`src/rtl/lsu_unit.sv`:
```
`default_nettype none
// ============================================================================
//  Module      : lsu_unit
//  Description : Load/store unit. Accepts one request at a time, issues
//                XLEN-wide aligned memory transactions (split in two when a
//                misaligned access crosses a word and splitting is enabled),
//                merges and extends load data, and reports faults.
//  Revision    : 1.0 - initial release
// ============================================================================
module lsu_unit #(
  parameter int XLEN             = 32,
  parameter int ADDR_W           = 32,
  parameter int ALLOW_MISALIGNED = 0
) (
  input  logic                clock,
  input  logic                reset,
  input  logic                req_valid,
  output logic                req_ready,
  input  logic                req_write,
  input  logic [1:0]          req_size,
  input  logic                req_unsigned,
  input  logic [ADDR_W-1:0]   req_addr,
  input  logic [XLEN-1:0]     req_wdata,
  output logic                resp_valid,
  output logic [XLEN-1:0]     resp_rdata,
  output logic                resp_misaligned,
  output logic                resp_access_fault,
  output logic                resp_illegal,
  output logic                busy,
  output logic [ADDR_W-1:0]   mem_address,
  output logic                mem_read_enable,
  input  logic                mem_read_valid,
  input  logic [XLEN-1:0]     mem_read_data,
  output logic                mem_write_enable,
  output logic [XLEN/8-1:0]   mem_write_wstrb,
  output logic [XLEN-1:0]     mem_write_data,
  input  logic                mem_write_ready,
  input  logic                mem_error
);

  localparam int c_w  = XLEN / 8;
  localparam int c_ow = $clog2(c_w);

  typedef enum logic [1:0] {
    IDLE = 2'd0,
    ACC0 = 2'd1,
    ACC1 = 2'd2,
    RESP = 2'd3
  } state_t;

  state_t                r_state;
  state_t                w_next;
  logic                  r_write;
  logic                  r_unsigned;
  logic [1:0]            r_size;
  logic [ADDR_W-1:0]     r_addr;
  logic [XLEN-1:0]       r_wdata;
  logic [XLEN-1:0]       r_data0;
  logic [XLEN-1:0]       r_data1;
  logic                  r_mis;
  logic                  r_fault;
  logic                  r_ill;

  logic                  w_accept;
  logic                  w_req_ill;
  logic                  w_req_mis;
  logic [c_ow-1:0]       w_off;
  logic [c_w-1:0]        w_bmask;
  logic [2*c_w-1:0]      w_strb2;
  logic [2*XLEN-1:0]     w_data2;
  logic                  w_split;
  logic [ADDR_W-1:0]     w_base;
  logic                  w_done;
  logic [2*XLEN-1:0]     w_merge;
  logic [XLEN-1:0]       w_lo;
  logic [XLEN-1:0]       w_bits;
  logic                  w_sign;
  logic [XLEN-1:0]       w_ext;

  // Request decode: size legality and natural-alignment check at acceptance
  always_comb begin
    w_accept  = req_valid && (r_state == IDLE);
    w_req_ill = (req_size == 2'd3) && (XLEN == 32);
    case (req_size)
      2'd1:    w_req_mis = req_addr[0];
      2'd2:    w_req_mis = |req_addr[1:0];
      2'd3:    w_req_mis = |req_addr[2:0];
      default: w_req_mis = 1'b0;
    endcase
    w_req_mis = w_req_mis && (ALLOW_MISALIGNED == 0);
  end

  // Lane placement: the access is laid over a double-width window so the low
  // half feeds the first transaction and the high half the second one
  always_comb begin
    w_off = r_addr[c_ow-1:0];
    case (r_size)
      2'd0:    w_bmask = c_w'(1);
      2'd1:    w_bmask = c_w'(3);
      2'd2:    w_bmask = c_w'(15);
      default: w_bmask = '1;
    endcase
    w_strb2 = {{c_w{1'b0}}, w_bmask} << w_off;
    w_data2 = {{XLEN{1'b0}}, r_wdata} << {w_off, 3'b000};
    w_split = |w_strb2[2*c_w-1:c_w];
    w_base  = {r_addr[ADDR_W-1:c_ow], {c_ow{1'b0}}};
    w_done  = r_write ? mem_write_ready : mem_read_valid;
  end

  // Load data merge (low transaction first), then sign/zero extension
  always_comb begin
    w_merge = {r_data1, r_data0} >> {w_off, 3'b000};
    w_lo    = w_merge[XLEN-1:0];
    w_bits  = '0;
    for (int i = 0; i < c_w; i++) begin
      w_bits[8*i +: 8] = {8{w_bmask[i]}};
    end
    case (r_size)
      2'd0:    w_sign = w_lo[7];
      2'd1:    w_sign = w_lo[15];
      2'd2:    w_sign = w_lo[31];
      default: w_sign = w_lo[XLEN-1];
    endcase
    w_sign = w_sign && !r_unsigned;
    w_ext  = (w_lo & w_bits) | ({XLEN{w_sign}} & ~w_bits);
  end

  // Next-state logic and all state-derived outputs
  always_comb begin
    w_next            = r_state;
    req_ready         = 1'b0;
    busy              = 1'b1;
    mem_address       = '0;
    mem_read_enable   = 1'b0;
    mem_write_enable  = 1'b0;
    mem_write_wstrb   = '0;
    mem_write_data    = '0;
    resp_valid        = 1'b0;
    resp_rdata        = '0;
    resp_misaligned   = 1'b0;
    resp_access_fault = 1'b0;
    resp_illegal      = 1'b0;
    case (r_state)
      IDLE: begin
        req_ready = 1'b1;
        busy      = 1'b0;
        if (req_valid) begin
          w_next = (w_req_ill || w_req_mis) ? RESP : ACC0;
        end
      end
      ACC0: begin
        mem_address      = w_base;
        mem_read_enable  = !r_write;
        mem_write_enable = r_write;
        if (r_write) begin
          mem_write_wstrb = w_strb2[c_w-1:0];
          mem_write_data  = w_data2[XLEN-1:0];
        end
        if (w_done) begin
          w_next = (mem_error || !w_split) ? RESP : ACC1;
        end
      end
      ACC1: begin
        mem_address      = w_base + ADDR_W'(c_w);
        mem_read_enable  = !r_write;
        mem_write_enable = r_write;
        if (r_write) begin
          mem_write_wstrb = w_strb2[2*c_w-1:c_w];
          mem_write_data  = w_data2[2*XLEN-1:XLEN];
        end
        if (w_done) begin
          w_next = RESP;
        end
      end
      default: begin
        w_next            = IDLE;
        resp_valid        = 1'b1;
        resp_misaligned   = r_mis;
        resp_access_fault = r_fault;
        resp_illegal      = r_ill;
        if (!r_write && !r_mis && !r_fault && !r_ill) begin
          resp_rdata = w_ext;
        end
      end
    endcase
  end

  // State register, request capture and transaction results
  always_ff @(posedge clock or posedge reset) begin
    if (reset) begin
      r_state    <= IDLE;
      r_write    <= 1'b0;
      r_unsigned <= 1'b0;
      r_size     <= 2'd0;
      r_addr     <= '0;
      r_wdata    <= '0;
      r_data0    <= '0;
      r_data1    <= '0;
      r_mis      <= 1'b0;
      r_fault    <= 1'b0;
      r_ill      <= 1'b0;
    end else begin
      r_state <= w_next;
      if (w_accept) begin
        r_write    <= req_write;
        r_unsigned <= req_unsigned;
        r_size     <= req_size;
        r_addr     <= req_addr;
        r_wdata    <= req_wdata;
        r_data0    <= '0;
        r_data1    <= '0;
        r_ill      <= w_req_ill;
        r_mis      <= w_req_mis && !w_req_ill;
        r_fault    <= 1'b0;
      end
      if ((r_state == ACC0 || r_state == ACC1) && w_done) begin
        if (!r_write) begin
          if (r_state == ACC0) r_data0 <= mem_read_data;
          else                 r_data1 <= mem_read_data;
        end
        if (mem_error) r_fault <= 1'b1;
      end
    end
  end

endmodule
`default_nettype wire

```
`config.mk`:
```
export PLATFORM = sky130hd
export DESIGN_NAME = lsu_unit
export DESIGN_NICKNAME = d
export VERILOG_FILES = /design/src/rtl/lsu_unit.sv
export SDC_FILE = /design/constraint.sdc
export NUM_CORES = 1
export LEC_CHECK = 0
export CORE_MARGIN = 2
export CORE_UTILIZATION = 30
export CTS_CLUSTER_SIZE = 14
export DETAILED_ROUTE_END_ITERATION = 16
export PLACE_DENSITY = 0.5
export SLEW_MARGIN = 30
export SYNTH_ARGS = -nofsm -noshare
export SYNTH_HDL_FRONTEND = slang
export SYNTH_SLANG_ARGS = --single-unit
```
`constraint.sdc`:
```
create_clock -name clock -period 7.86 [get_ports clock]
set_clock_uncertainty 0.05 [all_clocks]
set_input_delay 1.965 -clock clock [delete_from_list [all_inputs] [get_ports clock]]
set_output_delay 1.965 -clock clock [all_outputs]
set_load 0.005 [all_outputs]
```
==> impl_metrics.env, run 1 <==
export IMPL_cts_root_buf="clkbuf_16"
export IMPL_startpoint_type="flip-flop"
export IMPL_nNetsFinal=1162
export IMPL_vias=7414
export IMPL_cts_setup_buffers=0
export IMPL_fmax_mhz=181
export IMPL_syn_area_um2=8350
export IMPL_period_share_pct=70.2
export IMPL_min_from="r_data1[18]"
export IMPL_synth_edf_count=0
export IMPL_tightest_slew_ps=1010
export IMPL_r2r_start="r_state[0]"
export IMPL_avgSynthCellArea_um2=9.45
export IMPL_clock_latency_ps=420
export IMPL_ys_flop_type="dfrtp_1"
export IMPL_reg2reg_depth=6
export IMPL_drv_cap=0
export IMPL_leakage_nw=4.36
export IMPL_synth_common_cells="nand2_1, dfrtp_1, o21ai_0"
export IMPL_antenna_found_initial=3
export IMPL_ys_ff_latch=129
export IMPL_grt_max_degree=80
export IMPL_ant_nets=0
export IMPL_crit_path_end_kind="output pin"
export IMPL_hold_viol=0
export IMPL_crit_type="reg -> out"
export IMPL_ir_drop_mv=0.182
export IMPL_yosysTopAreaCell="dfrtp_1"
export IMPL_grt_use_total_pct=18.9
export IMPL_async_flop_share_pct=100
export IMPL_synthCells=884
export IMPL_p_per_area_nw_per_um2=389
export IMPL_port_buffers=211
export IMPL_status="finished clean"
export IMPL_via_per_inst=5.13
export IMPL_yosys_warnings=0
export IMPL_fillCellCount=2762
export IMPL_path_cells="buf_4 -> mux4_2 -> mux2_2 -> nand3_2 -> o21ai_0 -> clkdlybuf4s50_1"
export IMPL_area_growth_pct=35.8
export IMPL_netlist_area_leader_share_pct=38.7
export IMPL_worst_path_buf_inv=2
export IMPL_whs_endpoint="r_data1[18]"
export IMPL_htree_levels=4
export IMPL_synth_seq_area_share_pct=38.7
export IMPL_gr_total_overflow=0
export IMPL_cts_resized_gates=0
export IMPL_drc=0
export IMPL_grt_pass1_wl_um=42500
export IMPL_placed_area_um2=10700
export IMPL_setup_viol=0
export IMPL_whs_path_depth=2
export IMPL_min_period_ps=5520
export IMPL_post_drt_wl_per_cell_um=18.9
export IMPL_crit_path_max_incr_delay_ps=940
export IMPL_synth_distinct_cells=59
export IMPL_cp_arrival_ps=3500
export IMPL_die_width_um=171
export IMPL_globalplace_congestion=0.790
export IMPL_required_ps=5850
export IMPL_layout_drive_gt1_share_pct=16.4
export IMPL_clock_sinks=129
export IMPL_cts_tree="built"
export IMPL_wl_um=27300
export IMPL_ios=214
export IMPL_drv_slew=0
export IMPL_finalSetupTns_ps=0
export IMPL_path_delay_family="buffers and inverters"
export IMPL_regToRegSetupSlack_ps=4970
export IMPL_synth_area_top_cells="dfrtp_1, mux2_2, mux4_2, nand2_1, o21ai_0"
export IMPL_fp_dieH_um=171
export IMPL_rsz0062_at_grt="false"
export IMPL_start_util_pct=30.2
export IMPL_maxSlewHeadroom_pct=32.9
export IMPL_rows=61
export IMPL_path_clk_slew_ps=70
export IMPL_first_pass_iters=6
export IMPL_cts_buffer_depth=2
export IMPL_place_hpwl_um=18800
export IMPL_cp_slowest_cell="dfrtp_2"
export IMPL_synth_most_common_cell="nand2_1"
export IMPL_core_um2=27600
export IMPL_crit_fanout=50
export IMPL_final_cell_area_um2=11300
export IMPL_ctsHoldBuffers=0
export IMPL_cts_buffers=17
export IMPL_drtIter0Drc=586
export IMPL_r2r_end="r_data0[29]"
export IMPL_hp_class="reg -> reg"
export IMPL_grt_pass1_vias=7418
export IMPL_die_area_um2=29200
==> worst min-delay path: stages, from the launching register on <==
cell and delay [ps]:
dfrtp_1 370, nand2_1 50, o21ai_0 60
==> kinds of logic after synthesis <==
logic type | Yosys count | synth area share, %
buf+inv | 106 | 5.48
mux | 129 | 21.6
flops | 129 | 38.7
simple gates | 297 | 17.1
other cells | 1 | 0.0449
fa+ha+maj | 5 | 0.749
xor+xnor | 3 | 0.315
compound gates | 214 | 16.1
==> power breakdown <==
group / internal (W) / total (W) / leakage, nW / switching (W)
combinational: 0.00115 / 0.00215 / 2.44 / 0.000998
sequential: 0.000985 / 0.00143 / 1.61 / 0.000442
clock: 0.000488 / 0.000834 / 0.302 / 0.000346
==> through the flow <==
| step | cells | total power [W] | utilization [%] | hold slack, ps | setup WS, ps |
|---|---|---|---|---|---|
| after floorplan | 885 | 0.00276 | - | 405 | 2400 |
| after global placement | 1410 | 0.00357 | 38.8 | 445 | 2610 |
| after detailed placement | 1410 | 0.00357 | 38.8 | 462 | 2600 |
| after CTS | 1442 | 0.00444 | 41.0 | 478 | 2140 |
| after global routing | 1444 | 0.00475 | 41.0 | 499 | 2090 |
| final | 1446 | 0.00441 | 41.0 | 477 | 2340 |
==> layout make-up <==
type / instances / area, um2 / share of cell area (%)
well taps: 378 / 473 / 4.17
repair buffers: 219 / 2170 / 19.2
diodes: 4 / 10.0 / 0.0883
inverters: 34 / 133 / 1.17
multi-input cells: 650 / 4710 / 41.5
flip-flops and latches: 129 / 3230 / 28.5
clock inverters: 14 / 169 / 1.49
clock buffers: 18 / 439 / 3.87
==> worst max path at each step <==
| stage | startpoint | to | cells past startpoint |
|---|---|---|---|
| 2_1_floorplan | reset | r_addr[0] | 1 |
| 3_3_place_gp | r_state[0] | mem_address[18] | 6 |
| 3_5_place_dp | r_state[0] | mem_address[18] | 6 |
| 4_1_cts | r_state[0] | mem_address[18] | 6 |
| 5_1_grt | r_addr[1] | resp_rdata[24] | 6 |
| 6_report | r_addr[1] | resp_rdata[19] | 6 |
==> registers in the layout, summed over array words and instances, names as in the netlist <==
signal,count
r_addr,32
r_data0,32
r_wdata,32
r_data1,24
r_size,2
r_state,2
r_fault,1
r_ill,1
r_mis,1
r_unsigned,1
r_write,1
==> metal layers <==
metal,vias up,share of wire (%),track usage (%)
li1,3526,-,-
met1,3626,46,25.8
met2,228,46,29.0
met3,34,6.1,4.95
met4,0,2.0,6.60
met5,-,0,0
==> cell usage in the layout, fill, tap and decap left out, types with 7 or more instances in the layout <==
| cell | netlist | layout |
|---|---|---|
| nor3_1 | 13 | 13 |
| nor2_1 | 27 | 27 |
| a22o_1 | 11 | 11 |
| clkdlybuf4s50_1 | 0 | 211 |
| o21a_1 | 11 | 11 |
| o21ai_0 | 101 | 101 |
| clkbuf_16 | 0 | 17 |
| mux2_2 | 88 | 88 |
| nand3_1 | 19 | 19 |
| nand4_1 | 7 | 7 |
| nand2_1 | 154 | 153 |
| mux2i_1 | 9 | 9 |
| mux4_2 | 32 | 32 |
| nor2b_1 | 20 | 20 |
| and2_1 | 17 | 17 |
| a22oi_1 | 23 | 23 |
| a21oi_1 | 20 | 20 |
| buf_4 | 4 | 8 |
| inv_1 | 34 | 33 |
| nand2b_1 | 9 | 9 |
| dfrtp_1 | 129 | 127 |
Note: power is estimated with default switching activity, not from simulation.
==> run 2, diff against run 1 <==
- clock period: 7.86 -> 5.3 ns (I/O delays scaled with it)
==> impl_metrics.env, run 2 (synthesis results as in run 1) <==
export IMPL_finalSetupTns_ps=0
export IMPL_port_buffers=211
export IMPL_vias=7388
export IMPL_maxSlewHeadroom_pct=43.7
export IMPL_nNetsFinal=1166
export IMPL_drv_cap=0
export IMPL_drv_slew=0
export IMPL_fp_dieH_um=171
export IMPL_pwr_share_clk_pct=18.9
export IMPL_first_pass_iters=5
export IMPL_grt_pass1_vias=7403
export IMPL_worst_slack_ps=627
export IMPL_ant_nets=0
export IMPL_cts_setup_buffers=0
export IMPL_ios=214
export IMPL_cts_tree="built"
export IMPL_grt_pass1_wl_um=42100
export IMPL_htree_levels=4
export IMPL_ctsHoldBuffers=0
export IMPL_grt_max_degree=88
export IMPL_crit_path_max_incr_delay_ps=670
export IMPL_drc=0
export IMPL_fmax_mhz=214
export IMPL_crit_path_end_kind="output pin"
export IMPL_cts_buffers=17
export IMPL_globalplace_congestion=0.831
export IMPL_die_area_um2=29200
export IMPL_die_width_um=171
export IMPL_path_cells="inv_1 -> ha_1 -> nand2_1 -> nor3_2 -> a22oi_1 -> nor2b_1 -> clkdlybuf4s50_1"
export IMPL_startpoint_type="flip-flop"
export IMPL_p_comb_share_pct=48.8
export IMPL_place_hpwl_um=19100
export IMPL_cts_buffer_depth=2
export IMPL_clock_latency_ps=410
export IMPL_drtIter0Drc=535
export IMPL_wl_um=27200
export IMPL_preCtsSetupSlack_ps=1070
export IMPL_hold_viol=0
export IMPL_post_drt_wl_per_cell_um=18.8
export IMPL_leakage_nw=4.39
export IMPL_p_sw_w=0.00265
export IMPL_path_clk_slew_ps=70
export IMPL_status="finished clean"
export IMPL_rows=61
export IMPL_required_ps=3920
export IMPL_tightest_slew_ps=842
export IMPL_p_per_area_nw_per_um2=576
export IMPL_rsz0062_at_grt="false"
export IMPL_core_um2=27600
export IMPL_via_per_inst=5.10
export IMPL_p_seq_share_pct=32.3
export IMPL_largestRegisters="r_addr: 32 flops, r_data0: 32 flops, r_wdata: 32 flops"
export IMPL_layout_common_cells="clkdlybuf4s50_1, nand2_1, dfrtp_1"
export IMPL_setup_viol=0
export IMPL_clock_sinks=129
export IMPL_start_util_pct=30.2
export IMPL_internal_power_w=0.00390
export IMPL_gr_total_overflow=0
export IMPL_ir_drop_mv=0.268
export IMPL_cp_slowest_cell="nor3_2"
export IMPL_hp_class="reg -> reg"
export IMPL_min_period_ps=4670
export IMPL_swShare_pct=40.4
export IMPL_period_share_pct=88.2
export IMPL_crit_fanout=13
export IMPL_grt_use_total_pct=18.8
export IMPL_cts_root_buf="clkbuf_16"
export IMPL_cts_resized_gates=0
export IMPL_crit_type="reg -> out"
export IMPL_cp_arrival_ps=3300
export IMPL_layout_commonest_cell="clkdlybuf4s50_1"
export IMPL_area_growth_pct=36.3
export IMPL_antenna_found_initial=5
export IMPL_layout_drive_gt1_share_pct=16.6
-- run 2: cell count changes in the layout (fill, tap and decap cells not counted), sizes merged --
cell  delta
buf      +4
-- run 2: power groups by stage --
stage	Clock [W]	Combinational, W	Sequential [W]
2_1_floorplan	0	0.00231	0.00178
3_5_place_dp	0	0.00320	0.00212
3_3_place_gp	0	0.00319	0.00212
5_1_grt	0.00132	0.00353	0.00221
6_report	0.00124	0.00320	0.00212
4_1_cts	0.00127	0.00323	0.00211
-- run 2: cell type report --
class / count / area [um2]
well taps: 378 / 473
clock inverters: 14 / 171
fillers: 2767 / 16200
diodes: 4 / 10.0
clock buffers: 18 / 439
repair buffers: 223 / 2210
multi-input cells: 650 / 4710
flip-flops and latches: 129 / 3230
inverters: 34 / 133
-- run 2: critical path: cells and delay by family, from the launching register on --
kind,cells,cell delay (ps)
simple gates,3,1180
buf+inv,2,640
fa+ha+maj,1,450
flops,1,410
compound gates,1,200
-- run 2: final timing paths --
path | from | endpoint | slack [ps] | depth (start not counted)
min in group asynchronous | reset | r_addr[27] | 1410 | 2
setup / recovery | r_state[1] | mem_write_data[1] | 630 | 7
hold / removal | r_mis | r_mis | 460 | 2
setup reg to reg | r_state[1] | r_data0[29] | 2610 | 6
max in group asynchronous | reset | r_wdata[19] | 2950 | 3
hold reg to reg | r_mis | r_mis | 460 | 2
-- run 2: stage by stage --
stage	total power [W]	instances	hold slack [ps]	instance area (um2)	utilization (%)
3_3_place_gp	0.00531	1414	449	10800	38.9
4_1_cts	0.00661	1446	471	11400	41.2
3_5_place_dp	0.00532	1414	447	10800	38.9
5_1_grt	0.00706	1449	493	11400	41.2
2_1_floorplan	0.00409	885	405	8360	-
6_report	0.00655	1450	462	11400	41.2
-- run 2: routing by layer --
layer,global-route usage (%),wire [um],up-vias
li1,-,-,3524
met1,25.3,12600,3600
met2,29.8,12500,239
met3,4.86,1650,25
met5,0,0,-
met4,5.45,431,0
==> run 3, diff against run 2 <==
- CORE_UTILIZATION: 30 -> 45
- PLACE_DENSITY: 0.5 -> 0.71
==> impl_metrics.env, run 3 (synthesis results as in run 1) <==
export IMPL_ctsHoldBuffers=0
export IMPL_crit_path_end_kind="output pin"
export IMPL_r2r_start="r_state[1]"
export IMPL_clock_sinks=129
export IMPL_hp_class="reg -> reg"
export IMPL_grt_max_degree=112
export IMPL_antenna_found_initial=1
export IMPL_rows=49
export IMPL_crit_type="reg -> out"
export IMPL_p_total_w=0.00660
export IMPL_cts_buffer_depth=2
export IMPL_place_hpwl_um=16800
export IMPL_swShare_pct=38.5
export IMPL_min_from="r_mis"
export IMPL_regArea_um2=3230
export IMPL_setup_viol=0
export IMPL_ios=214
export IMPL_required_ps=3920
export IMPL_fillCellCount=1475
export IMPL_hold_viol=0
export IMPL_p_seq_share_pct=31.2
export IMPL_cts_resized_gates=0
export IMPL_cts_tree="built"
export IMPL_min_period_ps=4560
export IMPL_leakage_nw=4.42
export IMPL_cp_startpoint="r_state[1]"
export IMPL_ant_nets=0
export IMPL_nNetsFinal=1167
export IMPL_layout_commonest_cell="clkdlybuf4s50_1"
export IMPL_core_um2=18100
export IMPL_die_area_um2=19700
export IMPL_wl_um=24500
export IMPL_p_per_area_nw_per_um2=588
export IMPL_clock_latency_ps=420
export IMPL_drtIter0Drc=581
export IMPL_path_clk_slew_ps=60
export IMPL_cts_root_buf="clkbuf_16"
export IMPL_gr_total_overflow=0
export IMPL_pwr_share_clk_pct=19.9
export IMPL_cp_arrival_ps=3180
export IMPL_p_sw_w=0.00254
export IMPL_fp_dieH_um=140
export IMPL_vias=7580
export IMPL_regToRegSetupSlack_ps=2340
export IMPL_multi_input_area_um2=4700
export IMPL_largestRegisters="r_addr: 32 flops, r_data0: 32 flops, r_wdata: 32 flops"
export IMPL_status="finished clean"
export IMPL_grt_pass1_vias=7227
export IMPL_finalSetupTns_ps=0
export IMPL_p_comb_share_pct=48.9
export IMPL_first_pass_iters=5
export IMPL_globalplace_congestion=0.894
export IMPL_drv_slew=0
export IMPL_drc=0
export IMPL_tightest_slew_ps=867
export IMPL_period_share_pct=86.0
export IMPL_htree_levels=4
export IMPL_area_growth_pct=34.5
export IMPL_drv_cap=0
export IMPL_via_per_inst=5.84
export IMPL_ir_drop_mv=0.292
export IMPL_rsz0062_at_grt="false"
export IMPL_startpoint_type="flip-flop"
export IMPL_cts_setup_buffers=0
export IMPL_layout_common_cells="clkdlybuf4s50_1, nand2_1, dfrtp_1"
export IMPL_die_width_um=140
export IMPL_grt_pass1_wl_um=38800
export IMPL_internal_power_w=0.00406
export IMPL_layout_drive_gt1_share_pct=16.4
export IMPL_maxSlewHeadroom_pct=42.2
export IMPL_start_util_pct=46.2
export IMPL_crit_fanout=18
export IMPL_grt_use_total_pct=24.8
export IMPL_cts_buffers=17
export IMPL_fmax_mhz=219
export IMPL_post_drt_wl_per_cell_um=18.9
export IMPL_port_buffers=211
==> run 3: cell types whose count changed in the layout (fill, tap and decap cells not counted) <==
cell       before  now
clkbuf_1        0    3
bufinv_16       2    5
clkinv_4        4    2
inv_8           4    1
nand2_4         0    1
diode_2         4    1
clkbuf_8        1    3
buf_4          11   12
inv_6           4    0
clkinv_2        1    2
nand2_8         1    0
==> run 3: worst paths after layout <==
check                           cells after the start              end
worst max-delay path                                7  mem_address[13]
worst min-delay path                                2            r_mis
worst max register to register                      6      r_data0[30]
worst min register to register                      2            r_mis
max in group asynchronous                           3      r_data1[19]
min in group asynchronous                           2       r_addr[27]
==> run 3: layout make-up <==
type | instances | share of cell area (%)
multi-input cells | 650 | 41.8
diodes | 1 | 0.0223
inverters | 34 | 1.20
flip-flops and latches | 129 | 28.8
clock buffers | 23 | 4.25
clock inverters | 9 | 1.58
well taps | 229 | 2.55
repair buffers | 224 | 19.8
==> run 3: power groups by stage <==
stage	clock network [W]	logic, W	registers (W)
after detailed placement	0	0.00320	0.00206
final	0.00131	0.00323	0.00206
after global routing	0.00138	0.00352	0.00214
after CTS	0.00134	0.00323	0.00205
after floorplan	0	0.00231	0.00178
after global placement	0	0.00316	0.00203
==> run 3: per-stage QoR <==
stage / cells / cell area, um2 / hold WS (ps) / setup slack [ps] / util, %
after global placement: 1266 / 10600 / 428 / 1250 / 58.5
after global routing: 1299 / 11200 / 495 / 547 / 62.1
final: 1299 / 11200 / 443 / 743 / 62.1
after floorplan: 885 / 8360 / 405 / 484 / -
after detailed placement: 1266 / 10600 / 434 / 1230 / 58.5
after CTS: 1298 / 11200 / 445 / 758 / 62.1
==> run 3: critical path, stage by stage, from the launching register on <==
cell             delay (ps)
dfrtp_1                 390
inv_1                    80
ha_1                    480
and2_1                  620
nand4_1                 200
or3_1                   390
nand3_1                  90
clkdlybuf4s50_1         510
==> run 3: layer usage <==
metal,track usage [%],part of all wire (%),up-vias
li1,-,-,3530
met1,33.4,42,3689
met2,39.8,48,330
met3,6.09,7.9,31
met4,7.71,1.9,0
met5,0,0,-
